**config.mk**
```make
export PLATFORM = sky130hd
export DESIGN_NAME = score_accumulator
export DESIGN_NICKNAME = d
export VERILOG_FILES = /design/src/rtl/tetris_pkg.sv /design/src/rtl/bin2bcd_seq.sv /design/src/rtl/score_accumulator.sv
export SDC_FILE = /design/constraint.sdc
export NUM_CORES = 1
export LEC_CHECK = 0
export ABC_CLOCK_PERIOD_IN_PS = 8800
export CAP_MARGIN = 20
export CORE_MARGIN = 2
export CORE_UTILIZATION = 43
export CTS_BUF_LIST = sky130_fd_sc_hd__clkbuf_4 sky130_fd_sc_hd__clkbuf_8
export DETAILED_ROUTE_END_ITERATION = 7
export MAX_ROUTING_LAYER = met4
export PLACE_DENSITY = 0.66
export SYNTH_ARGS = -nofsm -noshare
export SYNTH_HDL_FRONTEND = slang
export SYNTH_SLANG_ARGS = --single-unit
```
**constraint.sdc**
```tcl
create_clock -name clk -period 8.8 [get_ports clk]
set_input_delay 1.76 -clock clk [delete_from_list [all_inputs] [get_ports clk]]
set_output_delay 1.76 -clock clk [all_outputs]
set_load 0.02 [all_outputs]
```
**src/rtl/tetris_pkg.sv**
```systemverilog
// Shared types and constants for the line-clear score accumulator.
package tetris_pkg;

   localparam int unsigned LEVEL_W = 4;

   localparam int unsigned PtsSingle    = 100;
   localparam int unsigned PtsDouble    = 300;
   localparam int unsigned PtsTriple    = 500;
   localparam int unsigned PtsTetris    = 800;
   localparam int unsigned PtsTetrisB2b = 1200;

   typedef logic [3:0] bcd_digit_t;

   typedef enum logic [1:0] {
      StIdle,
      StUpdate,
      StConvert
   } acc_state_e;

   // Elaboration-time 10^n; keeps the saturation limit free of any divider.
   function automatic int unsigned pow10(input int unsigned n);
      int unsigned r;
      r = 1;
      for (int unsigned i = 0; i < n; i++) r = r * 10;
      return r;
   endfunction

endpackage

```
**src/rtl/bin2bcd_seq.sv**
```systemverilog
// Sequential shift-add-3 binary to BCD converter, one input bit per cycle.
// Loads on start, shifts for SCORE_W cycles, then holds done until the next cycle.
module bin2bcd_seq
   import tetris_pkg::*;
#(
   parameter int unsigned SCORE_W    = 14,
   parameter int unsigned NUM_DIGITS = 4
) (
   input  logic                    clk,
   input  logic                    rst_n,
   input  logic                    start,
   input  logic                    abort,
   input  logic [SCORE_W-1:0]      bin,
   output logic                    busy,
   output logic                    done,
   output logic [4*NUM_DIGITS-1:0] bcd
);

   localparam int unsigned BcdW = 4 * NUM_DIGITS;
   localparam int unsigned CntW = $clog2(SCORE_W + 1);

   logic [SCORE_W-1:0]          shift_q, shift_d;
   bcd_digit_t [NUM_DIGITS-1:0] bcd_q, bcd_d, bcd_adj;
   logic [CntW-1:0]             cnt_q, cnt_d;
   logic                        busy_q, busy_d;

   always_comb begin
      for (int i = 0; i < NUM_DIGITS; i++) begin
         bcd_adj[i] = (bcd_q[i] >= 4'd5) ? bcd_q[i] + 4'd3 : bcd_q[i];
      end
   end

   always_comb begin
      shift_d = shift_q;
      bcd_d   = bcd_q;
      cnt_d   = cnt_q;
      busy_d  = busy_q;
      if (abort) begin
         busy_d = 1'b0;
         cnt_d  = '0;
      end else if (start) begin
         shift_d = bin;
         bcd_d   = '0;
         cnt_d   = CntW'(SCORE_W);
         busy_d  = 1'b1;
      end else if (busy_q) begin
         if (cnt_q != '0) begin
            // Top digit's carry-out is dropped: the score never exceeds the digit range.
            bcd_d   = BcdW'({bcd_adj, shift_q[SCORE_W-1]});
            shift_d = shift_q << 1;
            cnt_d   = cnt_q - CntW'(1);
         end else begin
            busy_d = 1'b0;
         end
      end
   end

   always_ff @(posedge clk or negedge rst_n) begin
      if (!rst_n) begin
         shift_q <= '0;
         bcd_q   <= '0;
         cnt_q   <= '0;
         busy_q  <= 1'b0;
      end else begin
         shift_q <= shift_d;
         bcd_q   <= bcd_d;
         cnt_q   <= cnt_d;
         busy_q  <= busy_d;
      end
   end

   assign busy = busy_q;
   assign done = busy_q && (cnt_q == '0);
   assign bcd  = bcd_q;

endmodule

```
**src/rtl/score_accumulator.sv**
```systemverilog
// Line-clear score accumulator: scores events by level and back-to-back bonus,
// tracks level progression and presents the saturating score as BCD digits.
module score_accumulator
   import tetris_pkg::*;
#(
   parameter int unsigned NUM_DIGITS      = 4,
   parameter int unsigned SCORE_W         = 14,
   parameter int unsigned LINES_PER_LEVEL = 10,
   parameter int unsigned MAX_LEVEL       = 15
) (
   input  logic                    clk,
   input  logic                    rst_n,
   input  logic                    gameState,
   input  logic                    clearValid,
   input  logic [2:0]              clearRows,
   output logic                    clearReady,
   output logic [4*NUM_DIGITS-1:0] digits,
   output logic                    digitsValid,
   output logic [LEVEL_W-1:0]      level,
   output logic                    saturated
);

   localparam int unsigned ExtW     = SCORE_W + 8;
   localparam int unsigned MaxScore = pow10(NUM_DIGITS) - 1;
   localparam int unsigned LinesW   = $clog2(LINES_PER_LEVEL + 4) + 1;

   acc_state_e              state_q, state_d;
   logic [2:0]              rows_q, rows_d;
   logic [SCORE_W-1:0]      score_q, score_d, score_new;
   logic [LinesW-1:0]       lines_q, lines_d, lines_new;
   logic [LEVEL_W-1:0]      level_q, level_d, level_new;
   logic [4*NUM_DIGITS-1:0] digits_q, digits_d, conv_bcd;
   logic                    b2b_q, b2b_d, sat_q, sat_d, dv_q, dv_d, rdy_q;
   logic [ExtW-1:0]         base_pts, sum_ext;
   logic                    clip, accept, scoring_event;
   logic                    conv_start, conv_abort, conv_busy, conv_done;

   // FSM: state register
   always_ff @(posedge clk or negedge rst_n) begin
      if (!rst_n) state_q <= StIdle;
      else        state_q <= state_d;
   end

   // FSM: next state
   always_comb begin
      state_d = state_q;
      unique case (state_q)
         StIdle:    if (scoring_event) state_d = StUpdate;
         StUpdate:  state_d = StConvert;
         StConvert: if (conv_done || !conv_busy) state_d = StIdle;
         default:   state_d = StIdle;
      endcase
      if (!gameState) state_d = StIdle;
   end

   // FSM: outputs
   always_comb begin
      clearReady    = (state_q == StIdle) && gameState && rdy_q;
      accept        = clearValid && clearReady;
      scoring_event = accept && (clearRows != 3'd0) && (clearRows <= 3'd4);
      conv_start    = (state_q == StUpdate);
      conv_abort    = !gameState;
   end

   // Score arithmetic runs wide so the clip test sees the true sum.
   always_comb begin
      case (rows_q)
         3'd1:    base_pts = ExtW'(PtsSingle);
         3'd2:    base_pts = ExtW'(PtsDouble);
         3'd3:    base_pts = ExtW'(PtsTriple);
         3'd4:    base_pts = b2b_q ? ExtW'(PtsTetrisB2b) : ExtW'(PtsTetris);
         default: base_pts = '0;
      endcase
      sum_ext   = ExtW'(score_q) + base_pts * (ExtW'(level_q) + ExtW'(1));
      clip      = sum_ext > ExtW'(MaxScore);
      score_new = clip ? SCORE_W'(MaxScore) : sum_ext[SCORE_W-1:0];
   end

   // lines_q counts lines within the current level; subtract instead of modulo.
   always_comb begin
      lines_new = lines_q + LinesW'(rows_q);
      level_new = level_q;
      for (int i = 0; i < 4; i++) begin
         if (lines_new >= LinesW'(LINES_PER_LEVEL)) begin
            lines_new = lines_new - LinesW'(LINES_PER_LEVEL);
            if (level_new != LEVEL_W'(MAX_LEVEL)) level_new = level_new + LEVEL_W'(1);
         end
      end
   end

   always_comb begin
      rows_d   = rows_q;
      score_d  = score_q;
      lines_d  = lines_q;
      level_d  = level_q;
      b2b_d    = b2b_q;
      sat_d    = sat_q;
      digits_d = digits_q;
      dv_d     = dv_q;
      if (!gameState) begin
         rows_d   = '0;
         score_d  = '0;
         lines_d  = '0;
         level_d  = '0;
         b2b_d    = 1'b0;
         sat_d    = 1'b0;
         digits_d = '0;
         dv_d     = 1'b1;
      end else begin
         if (scoring_event) rows_d = clearRows;
         if (state_q == StUpdate) begin
            score_d = score_new;
            lines_d = lines_new;
            level_d = level_new;
            b2b_d   = (rows_q == 3'd4);
            sat_d   = sat_q | clip;
            dv_d    = 1'b0;
         end
         if (state_q == StConvert && state_d == StIdle) begin
            dv_d = 1'b1;
            if (conv_done) digits_d = conv_bcd;
         end
      end
   end

   always_ff @(posedge clk or negedge rst_n) begin
      if (!rst_n) begin
         rows_q   <= '0;
         score_q  <= '0;
         lines_q  <= '0;
         level_q  <= '0;
         b2b_q    <= 1'b0;
         sat_q    <= 1'b0;
         digits_q <= '0;
         dv_q     <= 1'b1;
      end else begin
         rows_q   <= rows_d;
         score_q  <= score_d;
         lines_q  <= lines_d;
         level_q  <= level_d;
         b2b_q    <= b2b_d;
         sat_q    <= sat_d;
         digits_q <= digits_d;
         dv_q     <= dv_d;
      end
   end

   // Holds off acceptance for the first edge after reset release.
   always_ff @(posedge clk or negedge rst_n) begin
      if (!rst_n) rdy_q <= 1'b0;
      else        rdy_q <= 1'b1;
   end

   bin2bcd_seq #(
      .SCORE_W   (SCORE_W),
      .NUM_DIGITS(NUM_DIGITS)
   ) u_bin2bcd (
      .clk  (clk),
      .rst_n(rst_n),
      .start(conv_start),
      .abort(conv_abort),
      .bin  (score_new),
      .busy (conv_busy),
      .done (conv_done),
      .bcd  (conv_bcd)
   );

   assign digits      = digits_q;
   assign digitsValid = dv_q;
   assign level       = level_q;
   assign saturated   = sat_q;

endmodule

```
Word-level counts from Yosys, hierarchy flattened --
Cells that the tools add are included.
Storage, ports and cells: output and inout bits 23, input bits 7, flip-flop bits (word level) 83
Operators by class: equality and inequality tests 17, multiplexer cells 55, bitwise gates (word level) 1, reductions and logical operators 19, multiply operators 1, add/sub/neg operators 16, $lt $le $gt $ge 10
Operators by type and width (count):
- 2-to-1 mux 16 bit | 6
- 2-to-1 mux 14 bit | 6
- 2-to-1 mux 4 bit | 17
- case mux 11 bit (4 select lines) | 1
- 2-to-1 mux 5 bit | 6
- adder 14 x 22 -> 22 bit | 1
- > comparator 22 x 14 -> 1 bit, second input constant | 1
- multiplier 22 x 5 -> 22 bit | 1
- greater-or-equal comparator 5 x 4 -> 1 bit, second input constant | 4
- subtractor 5 x 4 -> 5 bit, second input constant | 4
- adder 4 x 1 -> 4 bit, second input constant | 4
- greater-or-equal comparator 4 x 3 -> 1 bit, second input constant | 4
- != test 4 bit, second input constant | 4
- adder 4 x 2 -> 4 bit, second input constant | 3
- 2-to-1 mux 1 bit | 11
- 2-to-1 mux 11 bit | 1
- 2-to-1 mux 3 bit | 3
- != test 3 x 1 -> 1 bit, second input constant | 3
- != test 2 x 1 -> 1 bit, second input constant | 4
- logical AND 1 bit | 7
- equality test 3 x 2 -> 1 bit, second input constant | 2
- 2-to-1 mux 2 bit | 3
- case mux 2 bit (3 select lines) | 1
- adder 4 x 1 -> 5 bit, second input constant | 1
- other kinds (18) | 21

Logic depth before layout (Yosys ltp) --
Gate-level depths: netlist of the first run.
depth after elaboration 14, gate-level depth with buffers 30

Modules after synthesis --
Synthesis of the first run repeated with hierarchy kept, for this count alone.
Second synthesis, totals: cells, all modules 821, area total of the unflattened synthesis 7180.6 um2
By module, submodules not included:
- score_accumulator | seq. area each 1202.4 um2, cells an instance 626, times used 1, area an instance 5266.3 um2
- bin2bcd_seq | seq. area each 875.8 um2, cells an instance 195, times used 1, area an instance 1914.3 um2

Least setup slack after synthesis of the first run --
Ideal clock, no wire load.
kind flip-flop to flip-flop, start reg rows_q[0], end reg lines_q[4], arrival time 6.455 ns, required time 8.722 ns, slack 2.267 ns, library setup time 0.078 ns, cell stages (with the launch flop) 29, cells stage by stage dfrtp_1 > ha_1 > fa_1 > xor2_1 > inv_1 > ha_1 > buf_2 > inv_1 > a21oi_1 > o211a_1 > buf_2 > mux2i_1 > ha_1 > a21boi_0 > a2111oi_4 > a211oi_4 > mux2i_1 > inv_1 > ha_1 > o21ai_0 > a21boi_0 > nor4_1 > or2_2 > ha_1 > nand2b_1 > o311a_1 > buf_6 > or4_1 > a21oi_1
On the way: cells in the longest elaborated chain, start to end 11, elaborated cells on any way between the ends 15, classes of those cells add/sub: 5; order compare: 4; mux: 6
RTL lines:
- from (decl) | line score_accumulator.sv:28 | logic [2:0] rows_q, rows_d;
- from (signal assigned) | line score_accumulator.sv:137 | rows_q <= rows_d;
- adder 5 x 3 -> 5 bit (*) | line score_accumulator.sv:81 | lines_new = lines_q + LinesW'(rows_q);
- subtractor 5 x 4 -> 5 bit or greater-or-equal comparator 5 x 4 -> 1 bit (tied branches) | line score_accumulator.sv:85, score_accumulator.sv:84
- 2-to-1 mux 5 bit (*) | line score_accumulator.sv:84 | if (lines_new >= LinesW'(LINES_PER_LEVEL)) begin
- subtractor 5 x 4 -> 5 bit or greater-or-equal comparator 5 x 4 -> 1 bit (tied branches) | line score_accumulator.sv:85, score_accumulator.sv:84
- 2-to-1 mux 5 bit (*) | line score_accumulator.sv:84
- subtractor 5 x 4 -> 5 bit or greater-or-equal comparator 5 x 4 -> 1 bit (tied branches) | line score_accumulator.sv:85, score_accumulator.sv:84
- 2-to-1 mux 5 bit (*) | line score_accumulator.sv:84
- subtractor 5 x 4 -> 5 bit or greater-or-equal comparator 5 x 4 -> 1 bit (tied branches) | line score_accumulator.sv:85, score_accumulator.sv:84
- 2-to-1 mux 5 bit (*) | line score_accumulator.sv:84
- 2-to-1 mux 5 bit (*) | line score_accumulator.sv:111 | if (state_q == StUpdate) begin
- 2-to-1 mux 5 bit (*) | line score_accumulator.sv:100 | if (!gameState) begin
- to (signal assigned) | line score_accumulator.sv:139 | lines_q <= lines_d;
- to (decl) | line score_accumulator.sv:30 | logic [LinesW-1:0] lines_q, lines_d, lines_new;
Every way passes the cells marked *; elsewhere a longest branch is shown, timed or not. The select of a mux whose other input is x is not followed. A chain may end at the register's enable or synchronous reset.

Worst setup path after layout of the first run --
Ends and elaborated chain as after synthesis.

==> results of run 1 <==
==> per-stage QoR <==
step | hold slack, ns | util, % | total power [mW] | setup slack (ns) | cell area, µm²
floorplan | 0.450 | - | 0.581 | 2.27 | 6800
global placement | 0.469 | 47.4 | 0.625 | 1.56 | 7250
detailed placement | 0.473 | 47.4 | 0.636 | 1.34 | 7250
CTS | 0.495 | 48.6 | 0.903 | 1.28 | 7440
global route | 0.524 | 48.8 | 0.948 | 0.566 | 7470
finish | 0.487 | 48.8 | 0.897 | 1.22 | 7470
==> worst reg2reg max path: cells and delay by family, from the launching register on <==
family	cells	cell delay, ns
and+or+nand+nor	4	1.17
DFF	1	0.45
AOI/OAI and AO/OA	9	2.74
muxes	2	0.66
buffers and inverters	3	0.37
adders and majority gates	6	1.89
xor gates and xnor gates	1	0.22
==> worst paths after layout <==
check	startpoint	endpoint	slack (ns)	cells past startpoint
max	rows_q[0]$_DFFE_PN0P_	lines_q[4]$_DFFE_PN0P_	1.22	25
min reg2reg	score_q[0]$_DFFE_PN0P_	score_q[0]$_DFFE_PN0P_	0.49	2
max in group asynchronous	rst_n	digitsValid$_DFFE_PN1P_	6.94	2
max reg2reg	rows_q[0]$_DFFE_PN0P_	lines_q[4]$_DFFE_PN0P_	1.22	25
min in group asynchronous	rst_n	digits[14]$_DFFE_PN0P_	1.22	1
min	score_q[0]$_DFFE_PN0P_	score_q[0]$_DFFE_PN0P_	0.49	2
==> cells in the final DEF, fill, tap and decap left out, drive strengths merged, types with 4 or more instances in the layout <==
master / n
buf: 7
o211ai: 10
or2: 9
xor2: 6
o31ai: 8
a211oi: 10
and3: 7
o21ai: 33
dfrtp: 82
or4: 6
nor4: 8
clkinv: 6
nor2: 88
a31oi: 10
o22ai: 14
nor3: 18
a21boi: 4
clkdlybuf4s50: 28
nand2b: 14
clkbuf: 9
o221ai: 5
ha: 46
xnor2: 20
a21o: 4
or3: 4
o21bai: 4
fa: 34
nand3: 18
a21oi: 57
and2: 5
nand2: 41
inv: 81
mux2: 9
a32o: 4
mux2i: 27
==> flip-flops by register name, summed over array words and instances, names as in the netlist <==
| register | cells |
|---|---|
| lines_q | 5 |
| digits | 16 |
| score_q | 14 |
| rows_q | 3 |
| saturated | 1 |
| u_bin2bcd.shift_q | 14 |
| u_bin2bcd.bcd | 16 |
| digitsValid | 1 |
| state_q | 2 |
| level | 4 |
| u_bin2bcd.busy | 1 |
| rdy_q | 1 |
| u_bin2bcd.cnt_q | 4 |
| b2b_q | 1 |
==> power groups by stage <==
stage / Combinational (mW) / Clock (mW) / Sequential [mW]
2_1_floorplan: 0.139 / 0 / 0.442
3_3_place_gp: 0.176 / 0 / 0.449
3_5_place_dp: 0.185 / 0 / 0.451
4_1_cts: 0.187 / 0.273 / 0.443
5_1_grt: 0.212 / 0.289 / 0.448
6_report: 0.188 / 0.266 / 0.444
==> per-layer routing <==
layer	vias to the layer above	share of wire, %	track usage (%)
met5	-	0	-
met4	0	1.0	4.11
met3	15	4.6	2.67
met2	140	47	34.4
met1	2799	47	30.1
li1	2697	-	-
==> logic make-up after synthesis <==
| logic type | Yosys count | synth area share (%) |
|---|---|---|
| and+or+nand+nor | 227 | 16.1 |
| AOI/OAI and AO/OA | 193 | 19.2 |
| buffers and inverters | 112 | 6.46 |
| DFF | 83 | 30.6 |
| adders and majority gates | 80 | 18.5 |
| muxes | 36 | 5.47 |
| xor gates and xnor gates | 26 | 3.57 |
| other | 1 | 0.0552 |
==> final cells by class <==
| class | instances | area, µm² |
|---|---|---|
| inverter | 81 | 304 |
| sequential | 83 | 2080 |
| clock buffer | 9 | 124 |
| timing repair buffer | 35 | 353 |
| tap | 211 | 264 |
| clock inverter | 7 | 61.3 |
| fill | 1466 | 7850 |
| multi-input combinational | 563 | 4280 |
==> out/metrics.yaml, run 1 <==
run_status:
  status: "finished clean"
cells_and_area:
  finalNonFillerCells: 989
  diodes: 0
  syn_to_final_growth_pct: 9.89
  nNetsFinal: 860
  drive_gt1_share_pct: 7.20
yosys:
  synth_top_area_share_pct: 30.2
  syn_inst: 758
  ys_ff_latch: 83
  async_flop_share_pct: 100
  synth_edf_count: 0
  synth_most_common_cell: "nor2_1"
  synth.net_count: 845
  synth_cell_types: 73
  yosysSeqAreaShare_pct: 30.6
  synth_top_flop_cell: "dfrtp_1"
  syn_area_per_cell_um2: 8.96
  syn-cell-area_um2: 6800
  synthTopCellsByArea: "dfrtp_1 30%, fa_1 10%, ha_1 8.5%, nor2_1 4.9%, inv_1 4.3%"
  synth_commonest_cells: "88 x nor2_1, 82 x dfrtp_1, 78 x inv_1, 57 x a21oi_1, 46 x ha_1"
  yosys_warnings: 0
  yosys.area.top_type: "dfrtp_1"
route:
  via_per_inst: 5.71
  routed_wl_mm: 16.9
  ant_nets: 0
  wl_per_cell_um: 17.1
  dr.pass1.iters: 8
  vias: 5651
  drt_iter0_markers: 431
  drc_errors: 0
critical_path:
  crit_top_cell: "ha_1"
  critical_path_peak_fanout: 10
  cp-start-kind: "flip-flop"
  critPathMaxStageDelay_ns: 0.55
  worstSetupPathType: "flip-flop to flip-flop"
  endpoint_kind: "flip-flop"
  crit_buf_inv: 3
  slowest_stage: "or4_1"
  crit_family: "compound AO/OA/AOI/OAI gates"
  worstPathRequired_ns: 9.10
  arrival_ns: 7.88
clock_network:
  cts-resized-gates: 0
  cts-root-buf: "clkbuf_8"
  clock_path_buffers: 2
  cts_tree: "done"
  hold_buffers: 0
  cts_made_buffers: 9
  clock_latency_ns: 0.37
  post-cts-setup-buffer-count: 0
  cts_num_sinks: 83
  h-tree-depth: 3
  clk_pin_slew_ns: 0.09
timing:
  fmax_mhz: 132
  slew-limit-headroom_pct: 39.4
  setup_viol: 0
  min_period_ns: 7.58
  finalSetupTns_ns: 0
  hold_viol_final: 0
  period_share_pct: 86.1
  clock_skew_ns: 0.00857
  slew_viol_final: 0
  rsz0062_at_grt: "no"
  worst_slew_pin_slew_ns: 0.906
global_routing:
  grt_antenna_before_repair: 0
  grt_overflow: 0
  grt_pass1_wl_mm: 28.2
  grt_pass1_vias: 5626
  gr-usage-all-layers_pct: 21.6
  grt_max_degree: 84
die:
  core_um2: 15300
  io_pins: 30
  num_rows: 45
  fp.dieW_um: 130
  initial_utilization_pct: 44.4
  dieArea_um2: 16800
  die_h_um: 130
power_and_ir_drop:
  p_comb_share_pct: 20.9
  pwr-share-seq_pct: 49.5
  netSwitchingFraction_pct: 33.1
  ir_drop_uv: 100
  p_clk_share_pct: 29.6
  internal-power_mw: 0.600
  switchingPower_mw: 0.297
  power_density_nw_per_um2: 120
  p_leak_nw: 3.30
placed_design:
  dp_cells: 972
  globalplace.congestion: 0.928
  port_buffers: 29
  dp_hpwl_mm: 12.6
min_path:
  hp-class: "flip-flop to flip-flop"
run:
  cap_violations: 0
Power figures use the tool's default switching activity.
==> run 2: changes to the inputs <==
- SLEW_MARGIN: default -> 25
==> run 2 against run 1 <==
Effect of this change: maximum frequency about the same; hold slack about the same; die area unchanged; design area down 0.32%.
==> out/metrics.yaml, run 2 (synthesis results as in run 1) <==
cells_and_area:
  multiInputGateArea_um2: 4280
  regArea_um2: 2080
  syn_to_final_growth_pct: 9.54
  nNetsFinal: 859
  finalNonFillerCells: 988
  fill_cells: 1471
  mostFrequentLayoutCells: "88 x nor2_1, 82 x dfrtp_1, 78 x inv_1"
  diodes: 0
  layout_commonest_cell: "nor2_1"
  drive_gt1_share_pct: 7.08
min_path:
  whs_endpoint: "score_q[0]$_DFFE_PN0P_"
  hold_start: "score_q[0]$_DFFE_PN0P_"
  hold_path_depth: 2
  hp-class: "flip-flop to flip-flop"
clock_network:
  post-cts-setup-buffer-count: 0
  cts-root-buf: "clkbuf_8"
  hold_buffers: 0
  cts-resized-gates: 0
  clock_latency_ns: 0.37
  cts_made_buffers: 9
  h-tree-depth: 3
  clk_pin_slew_ns: 0.09
  clock_path_buffers: 2
  cts_tree: "done"
  cts_num_sinks: 83
critical_path:
  endpoint_kind: "flip-flop"
  rr_worst_depth: 25
  crit_buf_inv: 3
  crit_top_cell: "ha_1"
  critPathMaxStageDelay_ns: 0.55
  worstSetupPathType: "flip-flop to flip-flop"
  worstPathRequired_ns: 9.10
  critical_path_peak_fanout: 10
  reg2reg_setup_slack_ns: 1.23
  crit_family: "compound AO/OA/AOI/OAI gates"
  r2r_end: "lines_q[4]$_DFFE_PN0P_"
  arrival_ns: 7.87
  slowest_stage: "or4_1"
  r2r_start: "rows_q[0]$_DFFE_PN0P_"
  cp-start-kind: "flip-flop"
global_routing:
  gr-usage-all-layers_pct: 21.6
  grt_max_degree: 84
  grt_pass1_vias: 5626
  grt_overflow: 0
  grt_antenna_before_repair: 0
  grt_pass1_wl_mm: 28.2
die:
  num_rows: 45
  core_um2: 15300
  dieArea_um2: 16800
  die_h_um: 130
  fp.dieW_um: 130
  initial_utilization_pct: 44.4
  io_pins: 30
route:
  via_per_inst: 5.75
  vias: 5677
  wl_met3_um: 669
  routed_wl_mm: 16.9
  drt-met1-wl_mm: 8.04
  dr.pass1.iters: 5
  ant_nets: 0
  dr_wl_met2_mm: 8.07
  drc_errors: 0
  wl_per_cell_um: 17.2
  highest_layer: "met4"
  drt_iter0_markers: 437
timing:
  fmax_mhz: 132
  setup_viol: 0
  hold_viol_final: 0
  slew-limit-headroom_pct: 39.0
  min_period_ns: 7.57
  finalSetupTns_ns: 0
  worst_slew_pin_slew_ns: 0.912
  rsz0062_at_grt: "no"
  clock_skew_ns: 0.00838
  slew_viol_final: 0
  period_share_pct: 86.1
power_and_ir_drop:
  power_mw: 0.894
  power_density_nw_per_um2: 120
  p_leak_nw: 3.28
  ir_drop_uv: 99.5
placed_design:
  globalplace.congestion: 0.928
  dp_hpwl_mm: 12.6
  port_buffers: 29
  dp_cells: 972
run_status:
  status: "finished clean"
run:
  cap_violations: 0
[run 2: through the flow]
| stage | area [µm²] | worst slack [ns] | hold slack (ns) | util (%) |
|---|---|---|---|---|
| floorplan | 6800 | 2.27 | 0.450 | - |
| global placement | 7250 | 1.56 | 0.469 | 47.4 |
| detailed placement | 7250 | 1.34 | 0.473 | 47.4 |
| CTS | 7440 | 1.28 | 0.495 | 48.6 |
| global route | 7440 | 0.566 | 0.524 | 48.6 |
| finish | 7440 | 1.23 | 0.487 | 48.6 |
[run 2: tightest hold or removal path, cell delays in order (launching register included)]
cell and delay (ns):
dfrtp_1 0.35, nand2_1 0.04, o21ai_0 0.06
[run 2: power breakdown]
part	internal (mW)	switching, mW
sequential	0.416	0.0280
combinational	0.0750	0.111
clock	0.108	0.156
[run 2: worst max-delay path by stage]
stage,startpoint,endpoint,slack (ns),cells past startpoint
floorplan,rows_q[0]$_DFFE_PN0P_,lines_q[4]$_DFFE_PN0P_,2.27,28
CTS,rows_q[0]$_DFFE_PN0P_,lines_q[4]$_DFFE_PN0P_,1.28,25
global route,rows_q[0]$_DFFE_PN0P_,lines_q[4]$_DFFE_PN0P_,0.57,25
detailed placement,rows_q[0]$_DFFE_PN0P_,lines_q[4]$_DFFE_PN0P_,1.34,25
finish,rows_q[0]$_DFFE_PN0P_,lines_q[4]$_DFFE_PN0P_,1.23,25
global placement,rows_q[0]$_DFFE_PN0P_,lines_q[4]$_DFFE_PN0P_,1.56,25
[run 2: final cells by class]
type	instances	area share (%)
well taps	211	3.55
clock buffers	9	1.66
inverters	81	4.08
repair buffers	34	4.42
clock inverters	7	0.824
multi-input cells	563	57.5
flip-flops and latches	83	27.9
[run 2: metal layers]
metal,GRT usage [%],up-vias
li1,-,2697
met5,-,-
met2,34.4,147
met4,4.11,0
met1,30.1,2818
met3,2.67,15
